<file path="config.mk">
export PLATFORM = sky130hd
export DESIGN_NAME = mem_stage_pip
export DESIGN_NICKNAME = d
export VERILOG_FILES = /design/src/rtl/mem_stage_pkg.sv /design/src/rtl/load_align.sv /design/src/rtl/mem_stage_pip.sv
export SDC_FILE = /design/constraint.sdc
export NUM_CORES = 1
export LEC_CHECK = 0
export CAP_MARGIN = 0
export CORE_MARGIN = 10
export CORE_UTILIZATION = 45
export DETAILED_ROUTE_END_ITERATION = 8
export PLACE_DENSITY = 0.79
export RECOVER_POWER = 100
export SLEW_MARGIN = 20
export SYNTH_ARGS = -nofsm -noshare
export SYNTH_HDL_FRONTEND = slang
export SYNTH_SLANG_ARGS = --single-unit
</file>
<file path="constraint.sdc">
create_clock -name clock -period 2.74 [get_ports clock]
set_input_delay 0.548 -clock clock [delete_from_list [all_inputs] [get_ports clock]]
set_output_delay 0.548 -clock clock [all_outputs]
set_load 0.01 [all_outputs]
</file>
<file path="src/rtl/mem_stage_pkg.sv">
// rtl/mem_stage_pkg.sv - shared constants and decode helpers for the MEM stage
package mem_stage_pkg;

   typedef logic [1:0] state_t;

   localparam state_t ST_IDLE     = 2'd0;
   localparam state_t ST_REQ      = 2'd1;
   localparam state_t ST_WAIT_RSP = 2'd2;

   localparam logic [2:0] F3_LB  = 3'b000;
   localparam logic [2:0] F3_LH  = 3'b001;
   localparam logic [2:0] F3_LW  = 3'b010;
   localparam logic [2:0] F3_LBU = 3'b100;
   localparam logic [2:0] F3_LHU = 3'b101;
   localparam logic [2:0] F3_SB  = 3'b000;
   localparam logic [2:0] F3_SH  = 3'b001;
   localparam logic [2:0] F3_SW  = 3'b010;

   localparam int CTL_MEM_READ  = 0;
   localparam int CTL_MEM_WRITE = 1;

   // Memory op that must complete without touching dmem (bad code or misaligned).
   function automatic logic is_squash(input logic [1:0] ctl, input logic [2:0] f3,
                                      input logic [1:0] off);
      logic bad_f3;
      logic mis;
      if (ctl[CTL_MEM_WRITE])
         bad_f3 = !(f3 inside {F3_SB, F3_SH, F3_SW});
      else
         bad_f3 = !(f3 inside {F3_LB, F3_LH, F3_LW, F3_LBU, F3_LHU});
      mis = ((f3[1:0] == F3_LH[1:0]) && off[0]) ||
            ((f3[1:0] == F3_LW[1:0]) && (off != 2'b00));
      return (ctl[CTL_MEM_READ] && ctl[CTL_MEM_WRITE]) || bad_f3 || mis;
   endfunction

   function automatic logic [3:0] store_be(input logic [2:0] f3, input logic [1:0] off);
      logic [3:0] be;
      case (f3[1:0])
         F3_SB[1:0]: be = 4'b0001 << off;
         F3_SH[1:0]: be = off[1] ? 4'b1100 : 4'b0011;
         default:    be = 4'b1111;
      endcase
      return be;
   endfunction

   function automatic logic [31:0] store_data(input logic [2:0] f3, input logic [31:0] wd);
      logic [31:0] d;
      case (f3[1:0])
         F3_SB[1:0]: d = {4{wd[7:0]}};
         F3_SH[1:0]: d = {2{wd[15:0]}};
         default:    d = wd;
      endcase
      return d;
   endfunction

endpackage

</file>
<file path="src/rtl/load_align.sv">
// rtl/load_align.sv - picks the addressed lane of a load word and extends it
module load_align
   import mem_stage_pkg::*;
(
   input  logic [31:0] rdata,
   input  logic [1:0]  offset,
   input  logic [2:0]  funct3,
   output logic [31:0] data
);

   logic [7:0]  byte_lane;
   logic [15:0] half_lane;

   always_comb begin
      byte_lane = rdata[{offset, 3'b000} +: 8];
      half_lane = offset[1] ? rdata[31:16] : rdata[15:0];
      case (funct3)
         F3_LB:   data = {{24{byte_lane[7]}}, byte_lane};
         F3_LH:   data = {{16{half_lane[15]}}, half_lane};
         F3_LBU:  data = {24'd0, byte_lane};
         F3_LHU:  data = {16'd0, half_lane};
         default: data = rdata;
      endcase
   end

endmodule

</file>
<file path="src/rtl/mem_stage_pip.sv">
// rtl/mem_stage_pip.sv - pipeline MEM stage with stalling dmem handshake and WB register
module mem_stage_pip
   import mem_stage_pkg::*;
#(
   parameter int TIMEOUT_CYCLES = 64
) (
   input  logic        clock,
   input  logic        reset_n,
   input  logic        valid_MEM_in,
   input  logic [1:0]  control_MEM_in,
   input  logic [1:0]  control_WB_in,
   input  logic [2:0]  funct3_MEM_in,
   input  logic [31:0] ALU_result_MEM_in,
   input  logic [31:0] writeData_MEM_in,
   input  logic [4:0]  rd_MEM_in,
   output logic        dmem_req_valid,
   input  logic        dmem_req_ready,
   output logic        dmem_req_we,
   output logic [31:0] dmem_req_addr,
   output logic [31:0] dmem_req_wdata,
   output logic [3:0]  dmem_req_be,
   input  logic        dmem_rsp_valid,
   input  logic [31:0] dmem_rsp_rdata,
   output logic        stall_MEM_out,
   output logic        valid_WB_out,
   output logic [1:0]  control_WB_out,
   output logic [31:0] readData_WB_out,
   output logic [31:0] ALU_result_WB_out,
   output logic [4:0]  rd_WB_out,
   output logic        misaligned_out,
   output logic        timeout_out
);

   localparam int CNT_W = $clog2(TIMEOUT_CYCLES + 1);

   state_t           state;
   logic [CNT_W-1:0] cnt;
   logic             cnt_last;
   logic             squash;
   logic             stall_c;
   logic [1:0]       lat_wbc;
   logic [31:0]      lat_alu;
   logic [4:0]       lat_rd;
   logic [2:0]       lat_f3;
   logic [31:0]      load_data;

   assign squash   = is_squash(control_MEM_in, funct3_MEM_in, ALU_result_MEM_in[1:0]);
   assign cnt_last = (cnt == CNT_W'(TIMEOUT_CYCLES - 1));

   load_align u_load_align (
      .rdata  (dmem_rsp_rdata),
      .offset (lat_alu[1:0]),
      .funct3 (lat_f3),
      .data   (load_data)
   );

   always_comb begin
      stall_c = 1'b0;
      case (state)
         ST_IDLE:     stall_c = valid_MEM_in && (control_MEM_in != 2'b00) && !squash;
         ST_REQ:      stall_c = !(dmem_req_ready && dmem_req_we);
         ST_WAIT_RSP: stall_c = !dmem_rsp_valid && !cnt_last;
         default:     stall_c = 1'b0;
      endcase
   end

   // Gated so the stall drops the instant reset asserts, not at the next edge.
   assign stall_MEM_out = reset_n & stall_c;

   always_ff @(posedge clock or negedge reset_n) begin
      if (!reset_n) begin
         state             <= ST_IDLE;
         cnt               <= '0;
         dmem_req_valid    <= 1'b0;
         dmem_req_we       <= 1'b0;
         dmem_req_addr     <= '0;
         dmem_req_wdata    <= '0;
         dmem_req_be       <= '0;
         valid_WB_out      <= 1'b0;
         control_WB_out    <= '0;
         readData_WB_out   <= '0;
         ALU_result_WB_out <= '0;
         rd_WB_out         <= '0;
         misaligned_out    <= 1'b0;
         timeout_out       <= 1'b0;
         lat_wbc           <= '0;
         lat_alu           <= '0;
         lat_rd            <= '0;
         lat_f3            <= '0;
      end else begin
         valid_WB_out   <= 1'b0;
         control_WB_out <= 2'b00;
         misaligned_out <= 1'b0;
         timeout_out    <= 1'b0;
         case (state)
            ST_IDLE: begin
               if (valid_MEM_in) begin
                  if (control_MEM_in == 2'b00) begin
                     valid_WB_out      <= 1'b1;
                     control_WB_out    <= control_WB_in;
                     ALU_result_WB_out <= ALU_result_MEM_in;
                     rd_WB_out         <= rd_MEM_in;
                  end else if (squash) begin
                     valid_WB_out      <= 1'b1;
                     ALU_result_WB_out <= ALU_result_MEM_in;
                     rd_WB_out         <= rd_MEM_in;
                     misaligned_out    <= 1'b1;
                  end else begin
                     dmem_req_valid <= 1'b1;
                     dmem_req_we    <= control_MEM_in[CTL_MEM_WRITE];
                     dmem_req_addr  <= {ALU_result_MEM_in[31:2], 2'b00};
                     dmem_req_wdata <= store_data(funct3_MEM_in, writeData_MEM_in);
                     dmem_req_be    <= store_be(funct3_MEM_in, ALU_result_MEM_in[1:0]);
                     lat_wbc        <= control_WB_in;
                     lat_alu        <= ALU_result_MEM_in;
                     lat_rd         <= rd_MEM_in;
                     lat_f3         <= funct3_MEM_in;
                     state          <= ST_REQ;
                  end
               end
            end
            ST_REQ: begin
               if (dmem_req_ready) begin
                  dmem_req_valid <= 1'b0;
                  if (dmem_req_we) begin
                     valid_WB_out      <= 1'b1;
                     control_WB_out    <= lat_wbc;
                     ALU_result_WB_out <= lat_alu;
                     rd_WB_out         <= lat_rd;
                     state             <= ST_IDLE;
                  end else begin
                     cnt   <= '0;
                     state <= ST_WAIT_RSP;
                  end
               end
            end
            ST_WAIT_RSP: begin
               if (dmem_rsp_valid) begin
                  valid_WB_out      <= 1'b1;
                  control_WB_out    <= lat_wbc;
                  readData_WB_out   <= load_data;
                  ALU_result_WB_out <= lat_alu;
                  rd_WB_out         <= lat_rd;
                  cnt               <= '0;
                  state             <= ST_IDLE;
               end else if (cnt_last) begin
                  // Aborted load retires with no register write.
                  valid_WB_out      <= 1'b1;
                  ALU_result_WB_out <= lat_alu;
                  rd_WB_out         <= lat_rd;
                  timeout_out       <= 1'b1;
                  cnt               <= '0;
                  state             <= ST_IDLE;
               end else begin
                  cnt <= cnt + 1'b1;
               end
            end
            default: state <= ST_IDLE;
         endcase
      end
   end

endmodule

</file>
### After elaboration in Yosys (flattened, before gate mapping)

Cells that the tools add are included.

* output and inout bits: 145
* word-level logic and storage cells: 138
* bits of input ports: 113
* bits in registers: 193

* shift-type cells: 2
* mux-type cells: 60
* reduce and logical (&&, ||, !) cells: 34
* bitwise gates (word level): 3
* equal/unequal tests: 20
* $add $sub $neg: 1

Operators with widths (count)
* $mux W32: 7
* $pmux W32 S4: 1
* $pmux W32 S3: 1
* $pmux W32 S2: 1
* $mux W5: 7
* $shiftx A32 B6 Y8: 1
* $mux W7: 4
* $mux W2: 12
* $mux W1: 17
* $mux W16: 1
* $pmux W5 S3: 1
* $pmux W7 S2: 1
* $eq A3 B3 Y1 const B: 4
* $ne A2 B2 Y1 const B: 6
* $pmux W2 S3: 2
* $reduce_and A5 Y1: 2
* $pmux W4 S2: 1
* $reduce_bool A2 Y1: 4
* $add A7 B1 Y7 const B: 1
* $eq A7 B6 Y1 const B: 1
* $logic_and A1 B1 Y1: 7
* $eq A3 B1 Y1 const B: 2
* $logic_not A1 Y1: 6
* $logic_not A2 Y1: 3
* other kinds (18): 27

### Longest topological paths before layout

* depth after elaboration: 10
* gate-level depth with buffers: 9
* mapped depth without buffers: 7

### Modules after synthesis

From an unflattened synthesis, not the netlist that was laid out.

* cells, all modules: 691
* area total of the unflattened synthesis: 8250.4 sq um

By module, submodules not included
* mem_stage_pip: area each 7489.7 sq um, times used 1, seq. area each 4078.9 sq um, cells an instance 573
* load_align: area each 760.7 sq um, times used 1, seq. area each 0.0 sq um, cells an instance 118

### Worst setup path after synthesis

No wires, ideal clock.

* path type: input-to-output
* from: in funct3_MEM_in[1]
* to: out stall_MEM_out
* stages: 7
* buffers on the path: 3
* setup slack: 0.224 ns
* arrival: 1.968 ns
* required time: 2.192 ns
* path through: clkbuf_1 o21ai_1 nand3_1 or3_1 buf_2 buf_6 a311oi_1

* cells in the longest elaborated chain, start to end: 10
* elaborated cells between the ends (all ways): 21
* classes of those cells: 6 x eq/ne; 2 x mux; 1 x bitwise; 12 x reduce/logical

Ends and longest elaborated chain
* from (decl): RTL line mem_stage_pip.sv:12 `input logic [2:0] funct3_MEM_in,`
* $eq A3 B1 Y1 (tied with other cells): RTL line mem_stage_pkg.sv:28, mem_stage_pkg.sv:30
* $reduce_bool A5 Y1 or $reduce_bool A3 Y1 (tied branches): RTL line mem_stage_pkg.sv:30, mem_stage_pkg.sv:28
* $logic_not A1 Y1, on equally long branches: RTL line mem_stage_pkg.sv:30, mem_stage_pkg.sv:28
* $mux W1: RTL line mem_stage_pkg.sv:27 `if (ctl[CTL_MEM_WRITE])`
* $logic_or A1 B1 Y1: RTL line mem_stage_pkg.sv:33 `return (ctl[CTL_MEM_READ] && ctl[CTL_MEM_WRITE]) || bad_f3 || mis;`
* $logic_or A1 B1 Y1 *: RTL line mem_stage_pkg.sv:33
* $logic_not A1 Y1 *: RTL line mem_stage_pip.sv:60 `ST_IDLE: stall_c = valid_MEM_in && (control_MEM_in != 2'b00) && !squash;`
* $logic_and A1 B1 Y1 *: RTL line mem_stage_pip.sv:60
* $pmux W1 S3 *: RTL line mem_stage_pip.sv:59 `case (state)`
* $and A1 B1 Y1 *: RTL line mem_stage_pip.sv:68 `assign stall_MEM_out = reset_n & stall_c;`
* to (decl): RTL line mem_stage_pip.sv:24 `output logic stall_MEM_out,`

Every way passes the cells marked *; elsewhere a longest branch is shown, timed or not.

### Worst setup path in the final report

Same ends and word-level chain as after synthesis.

==> impl_metrics.yaml <==
timing:
  tightest_slew_ns: 2.23
  postLayoutSetupSlackWorst_ns: 0.0959
  skew_ns: 0.00958
  hold_violations: 0
  setup_viol: 0
  fin_crit_ns: 2.64
  drv_slew: 164
  fmax_mhz: 378
  relSlewSlack_pct: -48.5
  min_period_over_period_pct: 96.5
  fin_setup_tns_ns: 0
worst_setup_path:
  crit_required_ns: 2.19
  cp_top_family: "buffers and inverters"
  regToRegStartpoint: "state[0]"
  r2r_cells: 7
  rrSetupSlack_ns: 0.52
  endpoint_kind: "output port"
  critPathSlowestCell: "clkdlybuf4s50_1"
  worstPathCellList: "clkdlybuf4s50_1 > o21ai_2 > nand3_1 > or3_4 > a311oi_1 > buf_2"
  cp_max_fo: 4
  slowest_delay_ns: 0.50
  r2r-end: "dmem_req_wdata[7]"
  cp.buffers_inverters: 2
  start_kind: "primary input"
  critical_path_arrival_ns: 2.10
  worst-setup-path-type: "in -> out"
synthesis:
  yosysWarnings: 0
  yosysSeqAreaShare_pct: 51.9
  synth-seq-cells: 163
  synth.avg_cell_area_um2: 9.86
  syn_inst: 798
  synthDistinctLibCells: 44
  synth_area_mm2: 0.00787
worst_hold_path:
  hp-class: "reg -> reg"
  worstHoldStart: "lat_rd[1]"
  holdPathEnd: "lat_rd[1]"
  hold_path_depth: 2
detailed_routing:
  firstDrtPassIters: 4
  wl_per_cell_um: 18.8
  drt_iter0_markers: 282
  ant_nets: 0
  remaining_drc_errors: 0
  drt-total-wl_mm: 23.7
  viasPerCell: 5.23
  num_vias: 6597
clock_tree:
  cts.clk_slew.worst_paths_ns: 0.06
  cts_root_buf: "clkbuf_16"
  cts-buffers-inserted: 17
  clock_latency_ns: 0.42
  cts_tree: "yes"
  clock_path_buffers: 2
  hold_buffers: 0
  post-cts-setup-buffers: 0
  htree_num_levels: 4
  clock-sinks: 163
global_routing:
  grt_pass1_vias: 6737
  antenna_found_initial: 1
  grt_max_degree: 164
  grt-ovfl-total: 0
  grt_pass1_wl_mm: 37.8
  grt_usage_pct: 20.1
floorplan:
  fp.dieW_um: 152
  core_area_mm2: 0.0172
  io_pins: 258
  fp-row-count: 48
  fp.dieH_um: 152
  initial_core_util_pct: 45.6
  dieArea_mm2: 0.0232
pwr:
  p_total_w: 0.0128
  p_leak_nw: 4.99
  max-vdd-ir-drop_mv: 0.655
  p_per_area_mw_per_mm2: 1160
final_layout:
  drive_gt1_share_pct: 10.5
  nets: 1141
  syn2layout_area_growth_pct: 41.1
placed_design:
  dp_hpwl_mm: 17.2
  place_ws_ns: -0.401
  port_buffers: 255
  gp_congestion: 0.850
run_status:
  status: "finished with violations"
  violations: "max-capacitance violations, max-slew violations"
run:
  maxCapViolations: 1
[timing repair]
action	in CTS	in global routing
gates resized for setup	5	5
endpoints found under the hold margin	0	0
setup endpoints to repair	1	1
pin swaps	1	2
[tightest hold or removal path: stages (launching register included)]
cell,delay (ns)
dfrtp_1,0.34
nand2_1,0.05
nand2_1,0.05
[cell type report]
type,count,area [um2]
clock inverter,14,156
timing repair buffer,287,2800
tap,225,282
inverter,11,41.3
clock buffer,18,429
antenna,1,2.50
sequential,163,4080
fill,1403,6140
multi-input combinational,543,3310
[logic make-up after synthesis]
family,count (synthesis),synth area share [%]
DFF,163,51.9
and+or+nand+nor,276,14.9
buffers and inverters,93,6.36
AOI/OAI and AO/OA,159,11.1
muxes,101,14.9
adders and majority gates,5,0.795
other,1,0.0477
[report_power, final]
part	internal, W	leakage (nW)	switching (W)
logic	0.00322	2.69	0.00292
clock network	0.00136	0.274	0.00104
registers	0.00353	2.03	0.000766
[metal layers]
| metal | global-route usage, % | wire length, um | vias up |
|---|---|---|---|
| met5 | 0 | 0 | - |
| met4 | 6.01 | 409 | 0 |
| met3 | 8.44 | 2430 | 23 |
| met2 | 31.9 | 11200 | 248 |
| met1 | 24.4 | 9710 | 3180 |
| li1 | - | - | 3146 |
[synthesized netlist by cell type]
master / instances / area share [%]
nand2_1: 184 / 8.8
dfrtp_1: 163 / 52
o21ai_0: 94 / 6.0
mux2i_1: 62 / 7.9
clkbuf_1: 39 / 1.9
nand3_1: 38 / 2.4
a21oi_1: 32 / 2.0
buf_4: 32 / 3.1
mux2_4: 26 / 5.0
nor2_1: 21 / 1.0
mux2_2: 12 / 1.7
inv_1: 11 / 0.52
nand3b_1: 9 / 0.86
buf_2: 7 / 0.45
a31oi_1: 6 / 0.48
and3_1: 6 / 0.48
nor3_1: 6 / 0.38
ha_1: 5 / 0.80
o22ai_1: 5 / 0.40
nand2b_1: 4 / 0.32
o21a_1: 4 / 0.38
o21ai_1: 4 / 0.25
buf_6: 3 / 0.43
nor2b_1: 3 / 0.24
a22oi_1: 2 / 0.19
o31ai_2: 2 / 0.32
a2111o_1: 1 / 0.14
a21boi_0: 1 / 0.095
a21o_1: 1 / 0.095
a311oi_1: 1 / 0.11
a32o_1: 1 / 0.13
and2_1: 1 / 0.080
buf_1: 1 / 0.048
conb_1: 1 / 0.048
mux4_2: 1 / 0.29
nor3_2: 1 / 0.13
nor3b_1: 1 / 0.095
nor4_1: 1 / 0.080
o211ai_1: 1 / 0.095
o21ba_2: 1 / 0.13
o21bai_1: 1 / 0.095
o31ai_1: 1 / 0.095
o32ai_1: 1 / 0.11
or3_1: 1 / 0.080
[sequential cells by signal, indices dropped and copies added (netlist names), 2 cells and up]
signal             flops
cnt                    7
ALU_result_WB_out     32
rd_WB_out              5
lat_rd                 5
dmem_req_wdata        32
lat_alu               32
readData_WB_out       32
control_WB_out         2
dmem_req_be            4
lat_wbc                2
state                  2
lat_f3                 3
[per-stage QoR]
step	std cells	utilization (%)	instance area [um2]	hold slack (ns)
3_3_place_gp	1229	61.1	10500	0.457
2_1_floorplan	799	-	7870	0.252
6_report	1262	64.4	11100	0.473
5_1_grt	1261	64.4	11100	0.496
4_1_cts	1261	64.4	11100	0.345
3_5_place_dp	1229	61.1	10500	0.463
[cell usage in the layout (no fill, tap or decap), types with 5 or more instances in the layout]
cell type / instances
nor2_1: 21
nand2_1: 184
and3_1: 6
a21oi_1: 32
nand3_1: 38
o21ai_1: 5
a31oi_1: 6
o21ai_0: 92
nand3b_1: 9
nor3_1: 6
clkdlybuf4s50_1: 250
o22ai_1: 5
mux2_2: 12
inv_1: 11
clkbuf_16: 17
dfrtp_1: 163
buf_4: 29
mux2_4: 26
mux2i_1: 62
[how the worst max path moves through the flow]
stage               slack (ns)                  from  cells after the start       endpoint
global route            -0.009      funct3_MEM_in[1]                      6  stall_MEM_out
CTS                       0.07  ALU_result_MEM_in[1]                      6  stall_MEM_out
floorplan                 0.22      funct3_MEM_in[1]                      7  stall_MEM_out
detailed placement       -0.40      funct3_MEM_in[0]                      6  stall_MEM_out
global placement         -0.41      funct3_MEM_in[0]                      6  stall_MEM_out
finish                     0.1      funct3_MEM_in[1]                      6  stall_MEM_out
No activity file was read; power rests on OpenSTA's default activity.
==> patch: new RTL, same flow settings <==
Register the output `timeout_out` once more, with the module's reset; this adds one clock of latency there. The other outputs are not delayed to match.
--- a/src/rtl/mem_stage_pip.sv
+++ b/src/rtl/mem_stage_pip.sv
@@ -32,6 +32,8 @@
 );
 
    localparam int CNT_W = $clog2(TIMEOUT_CYCLES + 1);
+
+   logic timeout_s0;
 
    state_t           state;
    logic [CNT_W-1:0] cnt;
@@ -82,7 +84,7 @@
          ALU_result_WB_out <= '0;
          rd_WB_out         <= '0;
          misaligned_out    <= 1'b0;
-         timeout_out       <= 1'b0;
+         timeout_s0        <= 1'b0;
          lat_wbc           <= '0;
          lat_alu           <= '0;
          lat_rd            <= '0;
@@ -91,7 +93,7 @@
          valid_WB_out   <= 1'b0;
          control_WB_out <= 2'b00;
          misaligned_out <= 1'b0;
-         timeout_out    <= 1'b0;
+         timeout_s0     <= 1'b0;
          case (state)
             ST_IDLE: begin
                if (valid_MEM_in) begin
@@ -148,7 +150,7 @@
                   valid_WB_out      <= 1'b1;
                   ALU_result_WB_out <= lat_alu;
                   rd_WB_out         <= lat_rd;
-                  timeout_out       <= 1'b1;
+                  timeout_s0        <= 1'b1;
                   cnt               <= '0;
                   state             <= ST_IDLE;
                end else begin
@@ -160,5 +162,13 @@
       end
    end
 
+   always_ff @(posedge clock or negedge reset_n) begin
+      if (!reset_n) begin
+         timeout_out <= '0;
+      end else begin
+         timeout_out <= timeout_s0;
+      end
+   end
+
 endmodule
 
Function: not settled (the Yosys comparison gave no result); the edit may change what the design does.
==> patch against the unedited design <==
Design area is 0.60% lower; synthesized area is 0.11% higher; sequential cell count is 1 higher; power is 10% lower; wire length is 0.30% lower; setup slack better by 0.045 ns; register-to-register slack worse by 0.32 ns; non-clock buffer count is 2 higher; largest cell class unchanged.
==> patch: results (changes against the unedited design) <==
synth-seq-area-share: 0.521  # was 0.519
grt_pass1_vias: 6876  # was 6737
detailed_place_hpwl_um: 17000  # was 17200 um
drt_first_pass_iters: 7  # was 4
place.detailed.instances: 1282  # was 1229
grt_first_pass_wirelength_um: 38100  # was 37800 um
routed_wire_length_per_instance_um: 18.0  # was 18.8 um
critical_path.reg2reg.startpoint: "cnt[0]$_DFFE_PN0P_"  # was state[0]$_DFFE_PN0P_
buffer_ports.inserted: 255  # unchanged
r2r-end: "rd_WB_out[0]$_DFFE_PN0P_"  # was dmem_req_wdata[7]$_DFFE_PN0P_
critical_path.endpoint: "stall_MEM_out"  # unchanged
worst_endpoint_data_arrival_time_ns: 2.05  # was 2.10 ns
clk_latency_ns: 0.42  # about the same
clk_transition_reported_paths_ns: 0.06  # about the same
run_status: "complete, no violations"  # was complete, but fails checks
timing.critical_path.slowest_cell_delay_ns: 0.47  # was 0.50 ns
skew_ns: 0.0138  # was 0.00958 ns
max-vdd-ir-drop_mv: 0.704  # was 0.655 mV
layout-drive-gt1-share: 0.0688  # was 0.105
grt_max_degree: 165  # was 164
min_path_type: "in2async"  # was reg2reg
number_of_antenna_violations_at_the_first_check_in_global_routing: 1  # unchanged
synth_top_cells_by_count: "nand2_1 (262), dfrtp_1 (164), o21ai_0 (64)"  # was nand2_1 (184), dfrtp_1 (163), o21ai_0 (94)
yosysUniqueCellTypes: 48  # was 44
yosys-top-cells-area: "dfrtp_1 (52%), nand2_1 (12%), mux2i_1 (7.9%), o21ai_0 (4.1%), buf_4 (3.3%)"  # was dfrtp_1 (52%), nand2_1 (8.8%), mux2i_1 (7.9%), o21ai_0 (6.0%), mux2_4 (5.0%)
worstSetupStartpoint: "funct3_MEM_in[0]"  # was funct3_MEM_in[1]
root_driver: "clkbuf_16"  # unchanged
worst_margin_slew_ns: 1.09  # was 2.23 ns
drt_iter0_drc: 324  # was 282
cts_htree_levels: 4  # unchanged
synth_top_flop_cell: "dfrtp_1"  # unchanged
r2r_setup_slack_ns: 0.20  # was 0.52 ns
report.final.slew_viol_count: 0  # was 164
tritoncts.num_buffers: 17  # unchanged
crit_slowest_cell: "clkdlybuf4s50_1"  # unchanged
route.detailed.vias_per_inst: 5.13  # was 5.23
worst_r2r_path_depth: 8  # was 7
maximum_buffer_depth_of_the_clock_tree: 2  # unchanged
place_congestion: 0.838  # was 0.850
postSynth.asyncResetShare: 1.00  # unchanged
p_leak_nw: 5.17  # was 4.99 nW
dr_total_vias: 6756  # was 6597
syn_area_per_cell_sq_um: 9.23  # was 9.86 sq um
finish.net_count: 1195  # was 1141
all_layer_global_routing_usage: 0.201  # about the same
yosys_warnings: 0  # unchanged
critPathTopFamily: "buffers and inverters"  # unchanged
critical_path_fanout_max: 3  # was 4
-- patch: changes by cell type after synthesis, moves of 14 or more --
cell / unedited run / this run
nand2_1: 184 / 262
o21ai_1: 4 / 29
buf_2: 7 / 21
o21ai_0: 94 / 64
mux2_4: 26 / 0
clkbuf_1: 39 / 24
-- patch: final cells by class --
class	instances	area, sq um
inverters	10	37.5
clock inverters	12	156
repair buffers	289	2780
fillers	1450	6210
clock buffers	20	437
flip-flops and latches	164	4100
well taps	225	282
diodes	1	2.50
multi-input cells	595	3230
-- patch: how the worst min path moves through the flow --
stage / start / end / slack (ns) / cells past startpoint
final: reset_n / readData_WB_out[16]$_DFFE_PN0P_ / 0.34 / 2
after global routing: timeout_s0$_DFF_PN0_ / timeout_out$_DFF_PN0_ / 0.39 / 0
after CTS: reset_n / readData_WB_out[16]$_DFFE_PN0P_ / 0.33 / 2
after detailed placement: timeout_s0$_DFF_PN0_ / timeout_out$_DFF_PN0_ / 0.36 / 0
after global placement: timeout_s0$_DFF_PN0_ / timeout_out$_DFF_PN0_ / 0.33 / 0
after floorplan: reset_n / ALU_result_WB_out[0]$_DFFE_PN0P_ / 0.25 / 0
-- patch: kinds of logic (layout without fill, tap and decap cells) --
logic type	Yosys count	count (layout)	share of synthesized area
AO/OA/AOI/OAI	156	156	0.113
adder cells (fa/ha/maj)	5	5	0.00795
buffers and inverters	95	331	0.0691
flip-flops	164	164	0.521
multiplexers	74	74	0.0974
other	1	3	0.000476
AND/OR/NAND/NOR	358	358	0.191
-- patch: repair_timing --
action	4_1_cts	5_1_grt
pin swaps	0	1
setup endpoints to repair	1	1
setup buffers	0	1
hold buffers	0	0
resized for setup	4	3
-- patch: power by group --
part,total [mW],switching [mW],internal (mW)
Sequential,4.17,0.682,3.49
Combinational,4.96,2.58,2.38
Clock,2.42,0.981,1.44
-- patch: metal layers --
layer / share of wire / GRT usage / routed length [um] / vias up
met2: 0.48 / 0.329 / 11400 / 228
met4: 0.020 / 0.0646 / 480 / 0
li1: - / - / - / 3292
met5: 0 / 0 / 0 / -
met3: 0.089 / 0.0776 / 2100 / 29
met1: 0.41 / 0.238 / 9680 / 3207
-- patch: stage by stage --
step,hold WS (ns),instance area [sq um],TNS [ns],setup WS [ns],power [mW]
after detailed placement,0.358,10500,-0.307,-0.307,9.70
after global placement,0.334,10500,-0.292,-0.292,9.54
after floorplan,0.252,7880,0,0.314,6.98
final,0.344,11000,0,0.141,11.6
after global routing,0.388,11000,0,0.0156,12.4
after CTS,0.329,11100,0,0.00347,12.2
